**config.mk**
```make
export PLATFORM = sky130hd
export DESIGN_NAME = operand_fetch
export DESIGN_NICKNAME = d
export VERILOG_FILES = /design/src/rtl/operand_fetch.sv
export SDC_FILE = /design/constraint.sdc
export NUM_CORES = 1
export LEC_CHECK = 0
export CAP_MARGIN = 20
export CORE_AREA = 10 10 253 255
export CTS_BUF_LIST = sky130_fd_sc_hd__clkbuf_8
export CTS_CLUSTER_SIZE = 10
export DETAILED_ROUTE_END_ITERATION = 10
export DIE_AREA = 0 0 263 265
export DONT_BUFFER_PORTS = 1
export HOLD_SLACK_MARGIN = 0.1
export SLEW_MARGIN = 10
export SYNTH_ARGS = -nofsm -noshare
export SYNTH_HDL_FRONTEND = slang
export SYNTH_SLANG_ARGS = --single-unit
```
**constraint.sdc**
```tcl
create_clock -name clk -period 8.95 [get_ports clk]
set_clock_uncertainty 0.1 [all_clocks]
set_input_delay 0.895 -clock clk [delete_from_list [all_inputs] [get_ports clk]]
set_output_delay 0.895 -clock clk [all_outputs]
set_load 0.1 [all_outputs]
```
**src/rtl/operand_fetch.sv**
```systemverilog
// Issue stage ahead of execute: drives regfile read ports, bypasses EX/MEM/WB results,
// stalls on load-use hazards and holds the ID->EX register behind a valid/ready handshake.
module operand_fetch #(
  parameter int unsigned XLEN  = 64,
  parameter int unsigned CNT_W = 32
) (
  input  logic             clk,
  input  logic             reset,
  input  logic             flush,
  input  logic             in_valid,
  output logic             in_ready,
  input  logic [XLEN-1:0]  in_pc,
  input  logic [4:0]       in_rs1,
  input  logic [4:0]       in_rs2,
  input  logic             in_use_rs1,
  input  logic             in_use_rs2,
  input  logic [4:0]       in_rd,
  input  logic             in_rd_we,
  output logic [4:0]       rf_ra1,
  output logic [4:0]       rf_ra2,
  input  logic [XLEN-1:0]  rf_rd1,
  input  logic [XLEN-1:0]  rf_rd2,
  input  logic             ex_valid,
  input  logic [4:0]       ex_rd,
  input  logic             ex_we,
  input  logic             ex_is_load,
  input  logic [XLEN-1:0]  ex_data,
  input  logic             mem_valid,
  input  logic [4:0]       mem_rd,
  input  logic             mem_we,
  input  logic             mem_dvalid,
  input  logic [XLEN-1:0]  mem_data,
  input  logic             wb_valid,
  input  logic [4:0]       wb_rd,
  input  logic             wb_we,
  input  logic [XLEN-1:0]  wb_data,
  output logic             out_valid,
  input  logic             out_ready,
  output logic [XLEN-1:0]  out_pc,
  output logic [XLEN-1:0]  out_op1,
  output logic [XLEN-1:0]  out_op2,
  output logic [4:0]       out_rd,
  output logic             out_rd_we,
  output logic [CNT_W-1:0] stall_cnt
);

  localparam logic [CNT_W-1:0] CNT_MAX = {CNT_W{1'b1}};

  logic            ex_m1, mem_m1, wb_m1;
  logic            ex_m2, mem_m2, wb_m2;
  logic            haz1, haz2, hazard;
  logic            accept;
  logic [XLEN-1:0] op1, op2;

  // Register x0 is hard-wired, so it never matches a producer.
  function automatic logic producer_match(input logic v, input logic we,
                                          input logic [4:0] prd, input logic [4:0] src);
    return v && we && (prd == src) && (src != 5'd0);
  endfunction

  assign rf_ra1 = in_rs1;
  assign rf_ra2 = in_rs2;

  assign ex_m1  = producer_match(ex_valid,  ex_we,  ex_rd,  in_rs1);
  assign mem_m1 = producer_match(mem_valid, mem_we, mem_rd, in_rs1);
  assign wb_m1  = producer_match(wb_valid,  wb_we,  wb_rd,  in_rs1);
  assign ex_m2  = producer_match(ex_valid,  ex_we,  ex_rd,  in_rs2);
  assign mem_m2 = producer_match(mem_valid, mem_we, mem_rd, in_rs2);
  assign wb_m2  = producer_match(wb_valid,  wb_we,  wb_rd,  in_rs2);

  // Operand select: youngest producer wins; the regfile does not forward its own write.
  always_comb begin
    op1 = rf_rd1;
    if (ex_m1)                op1 = ex_data;
    else if (mem_m1)          op1 = mem_data;
    else if (wb_m1)           op1 = wb_data;
    else if (in_rs1 == 5'd0)  op1 = '0;

    op2 = rf_rd2;
    if (ex_m2)                op2 = ex_data;
    else if (mem_m2)          op2 = mem_data;
    else if (wb_m2)           op2 = wb_data;
    else if (in_rs2 == 5'd0)  op2 = '0;
  end

  // Any not-yet-available producer result stalls, regardless of other matches.
  assign haz1   = in_use_rs1 && ((ex_m1 && ex_is_load) || (mem_m1 && !mem_dvalid));
  assign haz2   = in_use_rs2 && ((ex_m2 && ex_is_load) || (mem_m2 && !mem_dvalid));
  assign hazard = in_valid && (haz1 || haz2);

  assign in_ready = !hazard && (!out_valid || out_ready);
  assign accept   = in_valid && in_ready;

  always_ff @(posedge clk or posedge reset) begin
    if (reset) begin
      out_valid <= 1'b0;
      out_pc    <= '0;
      out_op1   <= '0;
      out_op2   <= '0;
      out_rd    <= 5'd0;
      out_rd_we <= 1'b0;
    end else if (flush) begin
      out_valid <= 1'b0;
    end else if (accept) begin
      out_valid <= 1'b1;
      out_pc    <= in_pc;
      out_op1   <= op1;
      out_op2   <= op2;
      out_rd    <= in_rd;
      out_rd_we <= in_rd_we;
    end else if (out_ready && out_valid) begin
      out_valid <= 1'b0;
    end
  end

  // Saturating stall performance counter.
  always_ff @(posedge clk or posedge reset) begin
    if (reset) begin
      stall_cnt <= '0;
    end else if (hazard && !flush && (stall_cnt != CNT_MAX)) begin
      stall_cnt <= stall_cnt + CNT_W'(1);
    end
  end

endmodule

```
==> out/metrics.cfg, run 1 <==
[logic_synthesis]
synth_edf_count = 0
yosys.area.top_type_share = 0.4364
synth-async-reset-ratio = 1.000
synth_area_leaders = dfrtp_1 (44%), a21oi_1 (9.5%), a221oi_1 (8.1%)
synthCells = 1370
synth-main-ff-cell = dfrtp_1
synth.avg_cell_area_um2 = 9.668
ys_seq_elements = 231
synth_top_area_cell = dfrtp_1
ys_seq_area_frac = 0.4364
yosysWarnings = 0
syn-cell-area_um2 = 13250
synth_fp_nets = 1801
synth_cell_type_count = 44

[power_and_ir_drop]
report.power.total_w = 0.003925
power_density_nw_per_um2 = 268.4
ir_worst_vdd_mv = 0.1535
p_leak_nw = 5.837

[clock_tree]
clk_pin_slew_ns = 0.08
clock_latency_ns = 0.58
cts_max_level = 2
cts_root_buf = clkbuf_8
tritoncts = done
holdBufCountCts = 0
clock_sinks = 231
clock_path_buffers = 3
cts_setup_buffers = 0
cts_buffers = 41
cts_resized = 0

[drt]
drt_first_pass_iters = 6
first_iter_violations = 1637
post_drt_wl_per_cell_um = 31.71
wl_mm = 66.24
detail_route.vias_per_cell = 6.026
drc = 0
num_vias = 12590
ant_nets = 0

[grt]
grt_pass1_vias = 12650
grt_pass1_wl_mm = 94.67
grt_max_degree = 159
antenna_found_initial = 8
overflow = 0
grt_usage = 0.1784

[timing]
tns_ns = 0
maxSlewHeadroom = 0.2107
fin_crit_sh = 0.5111
final_hold_viol_count = 0
min_period_ns = 4.574
setup-violations-final = 0
tightest_slew_ns = 1.184
rsz0062_at_grt = no
slew_viol_final = 0
max_freq_mhz = 218.6

[cells_and_area]
area_growth_pct = 10.40
post_route_cells_drive_above_1_share = 0.08384
nNetsFinal = 1712
final_cell_mix = a21oi_1 (250), dfrtp_1 (231), o21ai_0 (131), a221oi_1 (122), a2bb2oi_1 (122)
mostFrequentLayoutCell = a21oi_1

[placement]
gp_congestion = 0.8986
place_hpwl_mm = 46.71
port_buffers = 0

[job]
drv_cap = 0

[run_status]
status = complete, no violations

[critical_path]
endpoint_kind = primary output
start_kind = input pin
required_ns = 7.96
cp_max_fo = 158
crit_chain = or4_1 > o211ai_1 > nor4_1 > nor4_4 > buf_12 > inv_1 > a21oi_2 > buf_8
critical_path_class = input pin to primary output
r2r_cells = 6
cp_slowest_cell = or4_1
cp_slowest_stage_delay_ns = 0.60
arrival_ns = 3.58

[hold_path]
hp-class = input pin to asynchronous set/reset pin

[floorplanning]
rows = 89
start_util = 0.2253
die_area_um2 = 69700
die_height_um = 265
core_area_um2 = 58800
ioPinCount = 672
die_x_um = 263

[cell usage after synthesis (2+ instances only)]
library cell  instances
dfrtp_1             231
nor2b_1               2
xor2_1               36
or3_1                 4
inv_1                 8
nand2_1              14
xnor2_1              25
nand4_1              20
and2_1                3
a32oi_1               6
buf_2                20
nor3_1               17
or2_2                 2
nor3b_1               2
nor4_1               15
or4_1                 2
mux2_2                2
a21oi_1             251
o22a_1                4
clkbuf_1            112
buf_6                 2
o211ai_1              6
nand3_1              16
o32a_1                3
mux2_1               69
buf_4                28
and3_1               66
nor4b_1               4
nand3b_1              2
o21ai_0             131
a2bb2oi_1           122
a221oi_1            122
nor2_1               12
[metrics by stage]
step                      cells  hold WS [ns]  instance area (µm²)    util  setup WS [ns]
after global placement     2009        0.4207                13760  0.2341          3.662
after detailed placement   2010        0.4190                13780  0.2344          3.604
after global routing       2088        0.2602                14620  0.2487          3.977
after CTS                  2084        0.2053                14610  0.2485          4.228
after floorplan            1370        0.9297                13250       -          1.622
final                      2089        0.2266                14620  0.2487          4.376
[state kept, by name, summed over array words and instances (netlist names)]
signal,cells
out_op2,64
out_pc,64
out_rd,5
stall_cnt,32
out_op1,64
out_rd_we,1
out_valid,1
[final timing paths]
check,from,end,slack (ns)
hold reg to reg,out_op2[2],out_op2[2],0.43
setup reg to reg,out_valid,out_pc[3],4.92
max in group asynchronous,reset,out_op1[4],7.13
min in group clk,in_pc[44],out_pc[44],0.35
setup / recovery,in_rs2[0],in_ready,4.38
hold / removal,reset,out_pc[36],0.23
[kinds of logic after synthesis]
kind of cell | after synthesis | synth area share
AOI/OAI and AO/OA | 648 | 0.3198
xor gates and xnor gates | 61 | 0.04034
adders and majority gates | 1 | 0.0009445
buffers and inverters | 171 | 0.05942
DFF | 231 | 0.4364
muxes | 71 | 0.06036
and+or+nand+nor | 187 | 0.08275
[routing by layer]
metal,vias up,share of wire,wire [µm],GRT usage
met5,-,0,0,0
met4,0,0.036,2416,0.06291
met3,191,0.11,7506,0.06287
met2,1093,0.49,32380,0.3052
met1,6157,0.36,23940,0.2029
li1,5148,-,-,-
[layout make-up]
type,instances,area (µm²)
fillers,6292,44170
multi-input cells,968,6749
flip-flops and latches,231,5781
well taps,773,967.2
clock buffers,51,701.9
repair buffers,31,249.0
clock inverters,23,127.6
inverters,8,37.54
diodes,4,10.01
[critical path: cells and delay by family]
family / cells / cell delay, ns
AND/OR/NAND/NOR: 3 / 1.10
buffers and inverters: 3 / 0.84
AO/OA/AOI/OAI: 2 / 0.56
[power breakdown]
group | switching, W | internal, W
logic | 0.000225 | 0.000169
registers | 0.00135 | 0.00117
clock network | 0.000464 | 0.000544
(Power assumes the default switching activity.)
==> run 2, diff against run 1 <==
clock period = 3.8 ns   (was 8.95 ns; I/O delays follow)
==> out/metrics.cfg, run 2 (same netlist as run 1, synthesis figures left out) <==
[critical_path]
cpMostUsedCell = dlygate4sd3_1
required_ns = 4.16
critical_path_class = input pin to flop
r2r_slack_ns = 0.96
r2r_cells = 8
cp_slowest_stage_delay_ns = 0.61
cp_slowest_cell = or4_1
cp_max_fo = 64
reg2reg_to = stall_cnt[1]
r2r-start = stall_cnt[1]
start_kind = input pin
crit_chain = or4_1 > o22a_4 > a32oi_1 > dlygate4sd3_1 > a21oi_1 > dlygate4sd3_1 > o22a_1 > dlygate4sd3_1
endpoint_kind = flop
arrival_ns = 3.81

[timing]
tns_ns = 0
maxSlewHeadroom = 0.2910
fin_crit_sh = 0.9089
tightest_slew_ns = 1.063
final_hold_viol_count = 0
setup-violations-final = 0
whs_ns = 0.1562
slew_viol_final = 0
max_freq_mhz = 289.5
min_period_ns = 3.454
setup_ws_ns = 0.3460
rsz0062_at_grt = no

[floorplanning]
die_x_um = 263
rows = 89
start_util = 0.2253
ioPinCount = 672
die_area_um2 = 69700
core_area_um2 = 58800
die_height_um = 265

[power_and_ir_drop]
ir_worst_vdd_mv = 0.4607
p_leak_nw = 7.452
power_density_nw_per_um2 = 520.8

[placement]
postPlaceCellArea_um2 = 14250
dpl_worst_slack_ns = 0.5175
gp_congestion = 0.9241
place_hpwl_mm = 49.15
port_buffers = 0

[drt]
wl_mm = 71.50
first_iter_violations = 1843
drc = 0
num_vias = 14630
ant_nets = 0
detail_route.vias_per_cell = 5.948
post_drt_wl_per_cell_um = 29.08
drt_first_pass_iters = 9

[grt]
antenna_found_initial = 11
overflow = 0
grt_pass1_vias = 14730
grt_max_degree = 145
grt_pass1_wl_mm = 102.6
grt_usage = 0.1904

[hold_path]
hold_end = out_op2[58]
hp-class = input pin to flop
hp-start = mem_data[58]
hold_depth = 3

[clock_tree]
cts_buffers = 41
tritoncts = done
clock_latency_ns = 0.57
clock_path_buffers = 3
clock_sinks = 231
cts_max_level = 2
cts_root_buf = clkbuf_8
clk_pin_slew_ns = 0.06
cts_resized = 0

[cells_and_area]
stdcell_area_um2 = 18340
mostFrequentLayoutCell = dlygate4sd3_1
post_route_cells_drive_above_1_share = 0.08706
final_cell_mix = dlygate4sd3_1 (326), a21oi_1 (250), dfrtp_1 (231), o21ai_0 (131)
nNetsFinal = 2078
reg_top3 = out_op1: 64 flops, out_op2: 64 flops, out_pc: 64 flops
area_growth_pct = 38.49

[run_status]
status = complete, no violations

[job]
drv_cap = 0

[run 2: changes by cell type in the layout (fill, tap and decap cells not counted), sizes merged]
cell / before / now
clkinv: 9 / 6
clkbuf: 52 / 50
bufinv: 1 / 0
inv: 20 / 24
buf: 30 / 70
diode: 4 / 9
clkinvlp: 1 / 2
dlygate4sd3: 0 / 326
[run 2: stage by stage]
step / util / cells / total power [W]
floorplan: - / 1370 / 0.006585
global placement: 0.2423 / 2049 / 0.006908
detailed placement: 0.2423 / 2049 / 0.006939
CTS: 0.3112 / 2448 / 0.009609
global route: 0.3118 / 2455 / 0.009908
finish: 0.3120 / 2459 / 0.009553
[run 2: metal layers]
layer,up-vias,GRT usage,part of all wire
met5,-,0,0.00064
met3,319,0.07838,0.13
met1,6963,0.2024,0.33
li1,5894,-,-
met2,1444,0.3270,0.49
met4,6,0.08496,0.048
[run 2: how the worst max path moves through the flow]
stage                         start     endpoint  slack (ns)  cells after the start
final                     in_rs2[0]   out_op2[1]        0.35                      8
after floorplan               reset   out_op1[0]        0.30                      1
after CTS                 in_rs2[0]   out_op2[1]        0.49                      8
after detailed placement  in_rs2[0]  out_op2[40]        0.52                      8
after global placement    in_rs2[0]  out_op1[37]        0.59                      8
after global routing      in_rs2[0]   out_op2[1]        0.33                      8
[run 2: final cells by class]
class	count	area [µm²]
Antenna cell	9	22.52
Fill cell	5927	40450
Timing Repair Buffer	397	4005
Clock inverter	24	111.4
Inverter	8	33.78
Tap cell	773	967.2
Sequential cell	231	5781
Multi-Input combinational cell	968	6749
Clock buffer	49	674.4
[run 2: power by group]
| group | switching, W | internal (W) |
|---|---|---|
| Clock | 0.00111 | 0.00117 |
| Combinational | 0.000670 | 0.000691 |
| Sequential | 0.00314 | 0.00277 |
[run 2: repair_timing]
item,in CTS,in global routing
hold buffers,326,0
endpoints found under the hold margin,430,0
buffers inserted,0,0
setup endpoints to repair,0,0
[run 2: worst max-delay path, delay by kind of cell]
kind,cells,cell delay [ns]
AOI/OAI and AO/OA,4,1.08
buffers and inverters,3,1.70
and+or+nand+nor,1,0.61
